===== src/rtl/cache_line_writeback_pkg.sv =====
// Shared AXI constants, writeback FSM encodings and cache line geometry.
package cache_line_writeback_pkg;

  localparam int unsigned CACHE_LINE_WIDTH = 6;
  localparam int unsigned TAG_WIDTH        = 20;
  localparam int unsigned OFFSET_WIDTH     = CACHE_LINE_WIDTH - 2;
  localparam int unsigned INDEX_WIDTH      = 32 - TAG_WIDTH - CACHE_LINE_WIDTH;
  localparam int unsigned LINE_WORDS       = 1 << OFFSET_WIDTH;
  localparam int unsigned DATA_WIDTH       = 32;

  localparam logic [3:0] AXI_ID     = 4'b0001;
  localparam logic [1:0] BURST_INCR = 2'b01;
  localparam logic [2:0] SIZE_4B    = 3'b010;
  localparam logic [1:0] RESP_OKAY  = 2'b00;

  typedef enum logic [1:0] {
    WB_IDLE = 2'd0,
    WB_ADDR = 2'd1,
    WB_DATA = 2'd2,
    WB_RESP = 2'd3
  } wb_state_e;

  typedef struct packed {
    logic [TAG_WIDTH-1:0]   tag;
    logic [INDEX_WIDTH-1:0] index;
  } wb_line_addr_t;

endpackage


===== src/rtl/wb_beat_buffer.sv =====
// Two-entry FIFO holding prefetched line words until the W channel takes them.
module wb_beat_buffer
  import cache_line_writeback_pkg::*;
(
  input  logic                  clk,
  input  logic                  rst_n,
  input  logic                  push,
  input  logic                  pop,
  input  logic [DATA_WIDTH-1:0] din,
  output logic [DATA_WIDTH-1:0] dout,
  output logic [1:0]            count
);

  logic [DATA_WIDTH-1:0] mem [2];
  logic                  wr_sel;
  logic                  rd_sel;

  always_ff @(posedge clk) begin
    if (!rst_n) begin
      mem[0] <= '0;
      mem[1] <= '0;
      wr_sel <= 1'b0;
      rd_sel <= 1'b0;
      count  <= '0;
    end else begin
      if (push) begin
        mem[wr_sel] <= din;
        wr_sel      <= ~wr_sel;
      end
      if (pop) begin
        rd_sel <= ~rd_sel;
      end
      count <= count + 2'(push) - 2'(pop);
    end
  end

  assign dout = mem[rd_sel];

endmodule


===== src/rtl/cache_line_writeback.sv =====
// Evicts one dirty cache line as a single AXI3 INCR write burst, prefetching
// words from the line storage read port into a 2-entry beat buffer.
module cache_line_writeback
  import cache_line_writeback_pkg::*;
(
  input  logic                    clk,
  input  logic                    rst_n,
  input  logic                    start,
  input  logic [TAG_WIDTH-1:0]    wb_tag,
  input  logic [INDEX_WIDTH-1:0]  wb_index,
  output logic                    busy,
  output logic                    done,
  output logic                    err,
  output logic [OFFSET_WIDTH-1:0] line_roff,
  input  logic [DATA_WIDTH-1:0]   line_rdata,
  output logic [3:0]              awid,
  output logic [31:0]             awaddr,
  output logic [3:0]              awlen,
  output logic [2:0]              awsize,
  output logic [1:0]              awburst,
  output logic                    awvalid,
  input  logic                    awready,
  output logic [3:0]              wid,
  output logic [DATA_WIDTH-1:0]   wdata,
  output logic [3:0]              wstrb,
  output logic                    wlast,
  output logic                    wvalid,
  input  logic                    wready,
  input  logic [3:0]              bid,
  input  logic [1:0]              bresp,
  input  logic                    bvalid,
  output logic                    bready
);

  localparam int unsigned PTR_W = OFFSET_WIDTH + 1;

  wb_state_e             state;
  wb_state_e             state_next;
  wb_line_addr_t         line_addr;
  logic [PTR_W-1:0]      rd_ptr;
  logic                  in_flight;
  logic [OFFSET_WIDTH-1:0] beat_cnt;
  logic [OFFSET_WIDTH-1:0] beat_next;
  logic [1:0]            buf_count;
  logic [1:0]            buf_count_next;
  logic [1:0]            occupancy;
  logic [DATA_WIDTH-1:0] buf_dout;
  logic                  accept;
  logic                  aw_hs;
  logic                  push;
  logic                  pop;
  logic                  b_hs;
  logic                  last_beat;
  logic                  issue;
  logic                  busy_d;
  logic                  awvalid_d;
  logic                  wvalid_d;
  logic                  wlast_d;
  logic                  bready_d;
  logic                  done_d;
  logic                  err_d;
  logic                  bid_unused;

  assign accept    = (state == WB_IDLE) && start;
  assign aw_hs     = awvalid && awready;
  assign pop       = wvalid && wready;
  assign b_hs      = bready && bvalid;
  assign push      = in_flight;
  assign last_beat = pop && (beat_cnt == OFFSET_WIDTH'(LINE_WORDS - 1));
  assign occupancy = buf_count + 2'(in_flight);

  // Prefetch keeps buffer+in-flight at most 2, refilling on the pop cycle.
  assign issue = ((state == WB_ADDR) || (state == WB_DATA)) && !rd_ptr[OFFSET_WIDTH] &&
                 ((occupancy < 2'd2) || ((occupancy == 2'd2) && pop));

  assign buf_count_next = buf_count + 2'(push) - 2'(pop);
  assign beat_next      = accept ? '0 : (pop ? beat_cnt + OFFSET_WIDTH'(1) : beat_cnt);

  wb_beat_buffer u_beat_buf (
    .clk   (clk),
    .rst_n (rst_n),
    .push  (push),
    .pop   (pop),
    .din   (line_rdata),
    .dout  (buf_dout),
    .count (buf_count)
  );

  always_ff @(posedge clk) begin
    if (!rst_n) begin
      state <= WB_IDLE;
    end else begin
      state <= state_next;
    end
  end

  always_comb begin
    state_next = state;
    unique case (state)
      WB_IDLE: if (start)     state_next = WB_ADDR;
      WB_ADDR: if (aw_hs)     state_next = WB_DATA;
      WB_DATA: if (last_beat) state_next = WB_RESP;
      WB_RESP: if (b_hs)      state_next = WB_IDLE;
      default:                state_next = WB_IDLE;
    endcase
  end

  // Output values for the coming cycle, decoded from the next state.
  always_comb begin
    busy_d    = 1'b0;
    awvalid_d = 1'b0;
    wvalid_d  = 1'b0;
    wlast_d   = 1'b0;
    bready_d  = 1'b0;
    done_d    = b_hs;
    err_d     = b_hs && (bresp != RESP_OKAY);
    unique case (state_next)
      WB_IDLE: ;
      WB_ADDR: begin
        busy_d    = 1'b1;
        awvalid_d = 1'b1;
      end
      WB_DATA: begin
        busy_d   = 1'b1;
        wvalid_d = (buf_count_next != 2'd0);
        wlast_d  = wvalid_d && (beat_next == OFFSET_WIDTH'(LINE_WORDS - 1));
      end
      WB_RESP: begin
        busy_d   = 1'b1;
        bready_d = 1'b1;
      end
      default: ;
    endcase
  end

  always_ff @(posedge clk) begin
    if (!rst_n) begin
      busy    <= 1'b0;
      awvalid <= 1'b0;
      wvalid  <= 1'b0;
      wlast   <= 1'b0;
      bready  <= 1'b0;
      done    <= 1'b0;
      err     <= 1'b0;
    end else begin
      busy    <= busy_d;
      awvalid <= awvalid_d;
      wvalid  <= wvalid_d;
      wlast   <= wlast_d;
      bready  <= bready_d;
      done    <= done_d;
      err     <= err_d;
    end
  end

  always_ff @(posedge clk) begin
    if (!rst_n) begin
      line_addr <= '0;
      rd_ptr    <= '0;
      in_flight <= 1'b0;
      beat_cnt  <= '0;
    end else begin
      in_flight <= issue;
      beat_cnt  <= beat_next;
      if (accept) begin
        line_addr <= '{tag: wb_tag, index: wb_index};
        rd_ptr    <= '0;
      end else if (issue) begin
        rd_ptr <= rd_ptr + PTR_W'(1);
      end
    end
  end

  assign line_roff  = rd_ptr[OFFSET_WIDTH-1:0];
  assign awid       = AXI_ID;
  assign awaddr     = {line_addr.tag, line_addr.index, CACHE_LINE_WIDTH'(0)};
  assign awlen      = 4'(LINE_WORDS - 1);
  assign awsize     = SIZE_4B;
  assign awburst    = BURST_INCR;
  assign wid        = AXI_ID;
  assign wdata      = buf_dout;
  assign wstrb      = 4'hF;
  assign bid_unused = ^bid;

endmodule


===== config.mk =====
export PLATFORM = sky130hd
export DESIGN_NAME = cache_line_writeback
export DESIGN_NICKNAME = d
export VERILOG_FILES = /design/src/rtl/cache_line_writeback_pkg.sv /design/src/rtl/wb_beat_buffer.sv /design/src/rtl/cache_line_writeback.sv
export SDC_FILE = /design/constraint.sdc
export NUM_CORES = 1
export LEC_CHECK = 0
export ABC_AREA = 1
export CAP_MARGIN = 15
export CORE_MARGIN = 5
export CORE_UTILIZATION = 40
export DETAILED_ROUTE_END_ITERATION = 16
export GPL_TIMING_DRIVEN = 1
export PLACE_DENSITY = 0.71
export REMOVE_ABC_BUFFERS = 1
export SYNTH_ARGS = -nofsm -noshare
export SYNTH_HDL_FRONTEND = slang
export SYNTH_SLANG_ARGS = --single-unit

===== constraint.sdc =====
create_clock -name clk -period 2.1 [get_ports clk]
set_input_delay 0.21 -clock clk [delete_from_list [all_inputs] [get_ports clk]]
set_output_delay 0.21 -clock clk [all_outputs]
set_load 0.005 [all_outputs]

==> Word level (Yosys, flattened, before mapping) <==
Memories as Yosys holds them, arrays and structs flattened. A register that Yosys moved wholly into a read port is not among the register bits.
Cells that the tools add are included.
{ "word_totals": {"out_inout_bits": 96, "ramBits": 64, "elab_cells": 73, "ff_bits": 49, "inputBits": 70, "memories": 1} }
{ "mem_list": {"columns": ["name", "words", "width", "rd", "rd_ports_with_merged_regs", "write_ports", "line_no", "rtl"], "rows": [
  ["u_beat_buf.mem", 2, 32, 1, 1, 2, "wb_beat_buffer.sv:14", "logic [DATA_WIDTH-1:0] mem [2];"]
]} }
{ "op_classes": {"n_reduce_logical": 20, "muxes": 19, "order_cmp": 1, "n_eq_ne": 9, "n_bitwise": 3, "n_addsub": 4} }
{ "op_table": {"columns": ["op", "count"], "rows": [
  ["32-bit two-way mux", 1],
  ["32-bit OR reduction", 1],
  ["1-bit two-way mux", 11],
  ["2-bit == test (second input constant)", 5],
  ["1-bit logical AND", 10],
  ["4-bit == test (second input constant)", 2],
  ["2-bit two-way mux", 4],
  ["4-bit two-way mux", 2],
  ["2-bit case mux with 4 select lines", 1],
  ["5-bit by 1-bit adder with 5-bit output (second input constant)", 1],
  ["4-bit by 1-bit adder with 4-bit output (second input constant)", 1],
  ["2-bit by 1-bit == test with 1-bit output (second input constant)", 2],
  ["2-bit nonzero test", 2],
  ["1-bit inverter", 3],
  ["3-bit OR reduction", 1],
  ["2-bit by 1-bit adder with 2-bit output", 1],
  ["2-bit logical NOT", 1],
  ["1-bit logical OR", 2],
  ["2-bit < comparator (second input constant)", 1],
  ["2-bit AND reduction", 1],
  ["2-bit OR reduction", 1],
  ["2-bit by 1-bit subtractor with 2-bit output", 1],
  ["1-bit logical NOT", 1]
]} }

==> Depth between registers and ports, before layout <==
Gate-level depths: netlist of run 1.
{ "depth": {"ltp_word": 7, "mapped_depth": 10, "mapped_depth_nobuf": 10} }

==> Hierarchy <==
A second synthesis of run 1 with hierarchy kept.
{ "hier_totals": {"cells_unflattened": 505, "area_unflattened_um2": 5248.8} }
{ "modules_own_cells": {"columns": ["module", "area_each_um2", "cells_per_inst", "seq_area_each_um2", "n_inst"], "rows": [
  ["wb_beat_buffer", 3159.3, 233, 2021.9, 1],
  ["cache_line_writeback", 2089.5, 272, 900.9, 1]
]} }

==> Least setup slack after synthesis of run 1 <==
OpenSTA, ideal clock, no wires.
{ "synth_timing": {"kind": "reg2reg", "start": "reg in_flight", "end": "mem u_beat_buf.mem[1][0] (enable)", "slack_ns": 0.245, "setup_time_ns": 0.478, "synth_period_minus_slack_ns": 1.855, "t_arrival_ns": 1.377, "n_path_buf": 1, "required_time_ns": 1.622, "stages_incl_launch_ff": 4, "path_cell_list": "dfxtp_1 -> nand3_1 -> clkbuf_1 -> nand2_1"} }
{ "synth_rtl": {"columns": ["element", "line_no", "rtl"], "rows": [
  ["start: declaration", "cache_line_writeback.sv:41", "logic in_flight;"],
  ["start signal: assignment", "cache_line_writeback.sv:163", "in_flight <= issue;"],
  ["end: declaration", "wb_beat_buffer.sv:14", null]
]} }

==> metrics.txt, run 1 <==
CTS tree yes; Max-cap violations 0; Final Cycle Share 0.9654; Gate power share 0.246; n_diodes 0; final count of pins violating max slew 0; asr flop ratio synth 0; Sw Ratio 0.2694; design area 0.006938 mm2; cell taking the most area after synthesis edfxtp_1; first-pass GRT wire length 17.60 mm; mux contribution to synthesized area 0.07253; mean routed wirelength per cell 13.56 um; Compound-Gate Fraction of Synth Area 0.04407; Clk Latency, worst-skew pair 0.41 ns; Critical Path RT 1.89 ns; met3 usage 0.07739; number of global-route vias before repair 3708; status finished, final reports clean; CP Launch Type flop; Hold Crit Endpoint err$_SDFF_PN0_; DRT iter0 DRCs 231; leakage 2.907 nW; Seq. cell area 0.002924 mm2; largest net degree at the start of global routing 34; crit path cell chain buf_12 -> mux2_2 -> clkdlybuf4s50_1; xor/xnor share of the synthesized area 0.005288; Top delay family on crit path buffers and inverters; Pre-antenna DRT Iters 4; number of synthesized flops with an enable pin 64; Mapped Cells 500; R2R Path End rd_ptr[4]$_SDFFE_PP0P_; CP max stage delay 0.49 ns; Initial Util 0.4102; Clock Power Share 0.362; Max clock buf depth 2; Reg2Reg Depth 8; DR DRC count 0; Main synth FF type edfxtp_1; CTS H-tree depth 4; final setup TNS 0 ns; Psw 1.970 mW; Fmax achieved 493.2 MHz; placed insts 785; Post-DP HPWL 7.364 mm; Netlist cell types 31; row cnt 40; internal power 5.341 mW; r2r startpoint state[0]$_SDFF_PN0_; busiest layer in global routing met2; flop2flop setup slack 0.54 ns; Final Setup Violations 0; synth-to-layout area growth 39.64%; DIE WIDTH 121.5 um; total power 7.310 mW; Syn Area/Cell 9.937 um2; initial antenna violation count 0; Net count, final 716; Final WS setup 0.07260 ns; Hold Crit Class in2reg; hold-critical path depth 2; routed vias 3665; gr usage total 0.1547; VDD IR max 0.5368 mV; I/O pin cnt 166; register share of total power 0.393; WS Path Type reg2out; clock sinks 114; DRT Wirelength 11.09 mm; worst path bufs/invs 2; crit path max-delay cell type clkdlybuf4s50_1; CTS Root Cell clkbuf_16; min cycle time layout 2.027 ns; placed cell area 0.006362 mm2; hold_sp bresp[0]; fin cells 818; full die area 0.01475 mm2; Final GP Congestion 0.7041; share of layout cells above drive strength 1 0.1200; post-synthesis simple-gate area fraction 0.1612; Routed Antenna Nets 0; multi-input logic area 0.001620 mm2; RSZ-0062 raised after global routing no; Post-Syn Area 0.004969 mm2; Synth area leaders edfxtp_1 39%, dfxtp_1 20%, nor2_1 10%; Port Buffers 134; CP Capture Type output pin; PwrDens 1054 mW/mm2; final hold viol count 0; Seq/Total Area, Yosys 0.5883; core box area 0.01211 mm2; GR Util met1 0.1745; Ys Warns 0; CTS Buf Count 17; worst slack, placed 0.2399 ns; crit path DAT 1.82 ns; #FFs+latches synth 114; largest family of logic cells by synthesized area simple AND/OR/NAND/NOR gates; Max FO, Critical Path 16; # fillers 1040; Via density 4.480; Die Ht 121.5 um; met2 Use GR 0.2532; post-synth top area share 0.3868; Adder-Cell Fraction of Synth Area 0.02266; global route overflow 0; CTS clock-pin slew for the worst setup and hold paths 0.05 ns; Max Clock Skew 0.005745 ns
[cells in the mapped netlist (6+ instances only)]
cell type  number
nor2_1        138
edfxtp_1       64
dfxtp_1        50
inv_1          50
buf_4          34
nand2_1        34
mux2_2         31
o21ai_0        27
nand3_1        12
clkbuf_1        9
ha_1            9
a21oi_1         8
buf_2           6
[cell type report]
class                      count  area share
sequential                   114      0.4215
multi-input combinational    309      0.2335
timing repair buffer         143      0.2074
clock buffer                  17     0.06132
tap                          168     0.03030
inverter                      52     0.02813
clock inverter                15     0.01785
[cells in the final DEF (no fill, tap or decap), types with 6 or more instances in the layout]
cell type / Yosys / final
a21oi_1: 8 / 8
clkinv_1: 1 / 6
clkinv_2: 0 / 6
mux2_2: 31 / 31
nor2_1: 138 / 138
edfxtp_1: 64 / 64
dfxtp_1: 50 / 49
nand3_1: 12 / 12
clkbuf_16: 0 / 18
buf_4: 34 / 7
inv_1: 50 / 50
ha_1: 9 / 9
clkdlybuf4s50_1: 0 / 134
o21ai_0: 27 / 27
conb_1: 2 / 27
nand2_1: 34 / 34
[cells by family (layout without fill, tap and decap cells)]
| kind of cell | Yosys count | in the layout |
|---|---|---|
| buf+inv | 102 | 227 |
| flops | 114 | 114 |
| fa+ha+maj | 9 | 9 |
| simple gates | 197 | 197 |
| other cells | 2 | 27 |
| xor+xnor | 3 | 3 |
| compound gates | 41 | 41 |
| mux | 32 | 32 |
[flip-flops by register name (all words and copies together), names as in the netlist, 2 cells and up, named ones only]
name	count
rd_ptr	5
awaddr	26
u_beat_buf.count	2
beat_cnt	4
u_beat_buf.mem	64
state	2
[worst register-to-register path, delay by kind of cell (launching register included)]
family	cells	cell delay, ns
adder cells (fa/ha/maj)	1	0.22
AND/OR/NAND/NOR	2	0.26
AO/OA/AOI/OAI	1	0.14
buffers and inverters	4	0.51
flip-flops	1	0.36
[worst max-delay path by stage]
stage | depth (start not counted) | slack (ns) | end | start
6_report | 3 | 0.07 | wdata[20] | flop
5_1_grt | 3 | 0.007 | wdata[20] | flop
4_1_cts | 3 | 0.01 | wdata[20] | flop
3_5_place_dp | 6 | 0.24 | rd_ptr[4]$_SDFFE_PP0P_ | rst_n
3_3_place_gp | 6 | 0.32 | rd_ptr[3]$_SDFFE_PP0P_ | rst_n
2_1_floorplan | 2 | -0.22 | u_beat_buf.mem[0][0]$_SDFFCE_PN0P_ | u_beat_buf.wr_sel$_SDFFE_PN0P_
[stage by stage]
stage               utilization  hold slack, ns
finish                   0.5728          0.3811
global route             0.5728          0.3683
CTS                      0.5707          0.3634
detailed placement       0.5253          0.4750
global placement         0.5253          0.4430
floorplan                     -          0.3202
[per-layer routing]
metal / part of all wire / vias to the layer above / wire length, um
li1: - / 1829 / -
met1: 0.43 / 1682 / 4722
met2: 0.47 / 143 / 5197
met3: 0.096 / 11 / 1064
met4: 0.0096 / 0 / 106
met5: 0 / - / 0
[power groups by stage]
stage	Clock [mW]	Combinational (mW)	Sequential [mW]
finish	2.65	1.79	2.87
global route	2.82	2.01	2.91
CTS	2.70	1.82	2.87
detailed placement	0	1.80	2.91
global placement	0	1.77	2.89
floorplan	0	0.860	2.91
[timing repair]
item	4_1_cts	5_1_grt
setup buffers	0	0
hold buffers	0	0
gates resized for setup	0	1
endpoints found under the setup margin	0	4
Power figures use the tool's default switching activity.
==> inputs of run 2 (changes only) <==
RECOVER_POWER = 50   (was default)
==> run 2 against run 1 <==
Cell count unchanged. Register-to-register slack worse by 0.08 ns. Flip-flop and latch count unchanged. Highest routed layer is now met5. First-iteration DRC count down 2.6%. Clock power about the same.
==> metrics.txt, run 2 (same netlist as run 1, synthesis figures left out) <==
status finished, final reports clean (unchanged); RSZ-0062 raised after global routing no (unchanged); mean routed wirelength per cell 13.57 um (was 13.56 um); WS Path Type reg2out (unchanged); CP Launch Type flop (unchanged); Final WS setup 0.07203 ns (was 0.07260 ns); row cnt 40 (unchanged); crit path DAT 1.82 ns (about the same); Hold Crit Endpoint err$_SDFF_PN0_ (unchanged); Setup Buffers After CTS 0 (unchanged); Clk Latency, worst-skew pair 0.41 ns (about the same); Top reg by flops u_beat_buf.mem (unchanged); Net count, final 716 (unchanged); Fmax achieved 493.1 MHz (was 493.2 MHz); Port Buffers 134 (unchanged); PwrDens 1055 mW/mm2 (was 1054 mW/mm2); final hold viol count 0 (unchanged); initial antenna violation count 1 (was 0); Hold-fix buffers, CTS 0 (unchanged); fin cells 818 (unchanged); VDD IR max 0.5368 mV (about the same); design area 0.006925 mm2 (was 0.006938 mm2); Initial Util 0.4102 (unchanged); placed cell area 0.006362 mm2 (unchanged); n_diodes 0 (unchanged); Resized Gates After CTS 0 (unchanged); first-pass GRT wire length 17.60 mm (unchanged); DIE WIDTH 121.5 um (unchanged); hold-critical path depth 2 (unchanged); Routed Antenna Nets 0 (unchanged); DR DRC count 0 (unchanged); Max Clock Skew 0.005711 ns (was 0.005745 ns); R2R Path End u_beat_buf.mem[1][18]$_SDFFCE_PN0P_ (was rd_ptr[4]$_SDFFE_PP0P_); clock sinks 114 (unchanged); Via density 4.505 (was 4.480); Max-cap violations 0 (unchanged); DRT Wirelength 11.10 mm (was 11.09 mm); CTS Buf Count 17 (unchanged); Critical Path RT 1.89 ns (about the same); CP Capture Type output pin (unchanged); CTS clock-pin slew for the worst setup and hold paths 0.05 ns (about the same); Reg2Reg Depth 3 (was 8); Max clock buf depth 2 (unchanged); share of layout cells above drive strength 1 0.1185 (was 0.1200); min cycle time layout 2.028 ns (was 2.027 ns); most common cell after layout, fill and taps aside nor2_1 (unchanged); total power 7.305 mW (was 7.310 mW); largest net degree at the start of global routing 34 (unchanged); final count of pins violating max slew 0 (unchanged); DRT iter0 DRCs 225 (was 231); gr usage total 0.1547 (unchanged); CTS Root Cell clkbuf_16 (unchanged); Final Cycle Share 0.9657 (was 0.9654); Die Ht 121.5 um (unchanged); global route overflow 0 (unchanged); flop2flop setup slack 0.46 ns (was 0.54 ns); core box area 0.01211 mm2 (unchanged); hold_sp bresp[0] (unchanged); r2r startpoint in_flight$_SDFF_PN0_ (was state[0]$_SDFF_PN0_); Max FO, Critical Path 16 (unchanged); measured slew at the worst slew-check pin 0.8794 ns; Hold Crit Class in2reg (unchanged); Post-DP HPWL 7.364 mm (unchanged); full die area 0.01475 mm2 (unchanged); Largest register FFs 64 (unchanged); commonest non-fill, non-tap cells in the layout 138 x nor2_1, 132 x clkdlybuf4s50_1, 64 x edfxtp_1, 50 x inv_1, 49 x dfxtp_1 (was 138 x nor2_1, 134 x clkdlybuf4s50_1, 64 x edfxtp_1, 50 x inv_1, 49 x dfxtp_1); routed vias 3685 (was 3665); I/O pin cnt 166 (unchanged); leakage 2.908 nW (was 2.907 nW); Final GP Congestion 0.7041 (unchanged); Final Setup Violations 0 (unchanged); # fillers 1043 (was 1040); Pre-antenna DRT Iters 4 (unchanged); worst slack, placed 0.2399 ns (unchanged); relative slew slack 0.4137; CTS tree yes (unchanged); number of global-route vias before repair 3708 (unchanged); synth-to-layout area growth 39.39% (was 39.64%); placed insts 785 (unchanged); CTS H-tree depth 4 (unchanged)
[run 2: layout make-up]
| type | instances | area, um2 | share of cell area |
|---|---|---|---|
| Sequential cell | 114 | 2924 | 0.4222 |
| Multi-Input combinational cell | 309 | 1618 | 0.2336 |
| Timing Repair Buffer | 143 | 1429 | 0.2063 |
| Clock buffer | 17 | 425.4 | 0.06143 |
| Tap cell | 168 | 210.2 | 0.03035 |
| Inverter | 52 | 195.2 | 0.02818 |
| Clock inverter | 15 | 123.9 | 0.01789 |
[run 2: how the worst max path moves through the flow]
stage                                                     to  slack, ns  depth (start not counted)
after floorplan           u_beat_buf.mem[0][0]$_SDFFCE_PN0P_      -0.22                          2
after global placement                rd_ptr[3]$_SDFFE_PP0P_       0.32                          6
after detailed placement              rd_ptr[4]$_SDFFE_PP0P_       0.24                          6
after CTS                                          wdata[20]       0.01                          3
after global routing                               wdata[20]      0.007                          3
final                                              wdata[20]       0.07                          3
[run 2: stage by stage]
stage / util / setup TNS (ns) / hold slack (ns)
floorplan: - / -13.20 / 0.3202
global placement: 0.5253 / 0 / 0.4430
detailed placement: 0.5253 / 0 / 0.4750
CTS: 0.5707 / 0 / 0.3634
global route: 0.5718 / 0 / 0.3683
finish: 0.5718 / 0 / 0.3806
[run 2: per-layer routing]
metal | up-vias | global-route usage | share of wire
li1 | 1830 | - | -
met1 | 1693 | 0.1745 | 0.43
met4 | 2 | 0.05392 | 0.012
met2 | 145 | 0.2532 | 0.46
met3 | 15 | 0.07739 | 0.096
met5 | - | 0 | 0.00063
[run 2: critical path: stages (launching register included)]
cell	delay [ns]
dfxtp_2	0.39
buf_12	0.17
mux2_2	0.34
clkdlybuf4s50_1	0.49
[run 2: power breakdown]
group	total [mW]	switching, mW	leakage [nW]	internal (mW)
registers	2.87	0.150	1.07	2.72
logic	1.79	0.874	1.56	0.913
clock network	2.65	0.943	0.269	1.70
total	7.31	1.97	2.91	5.34
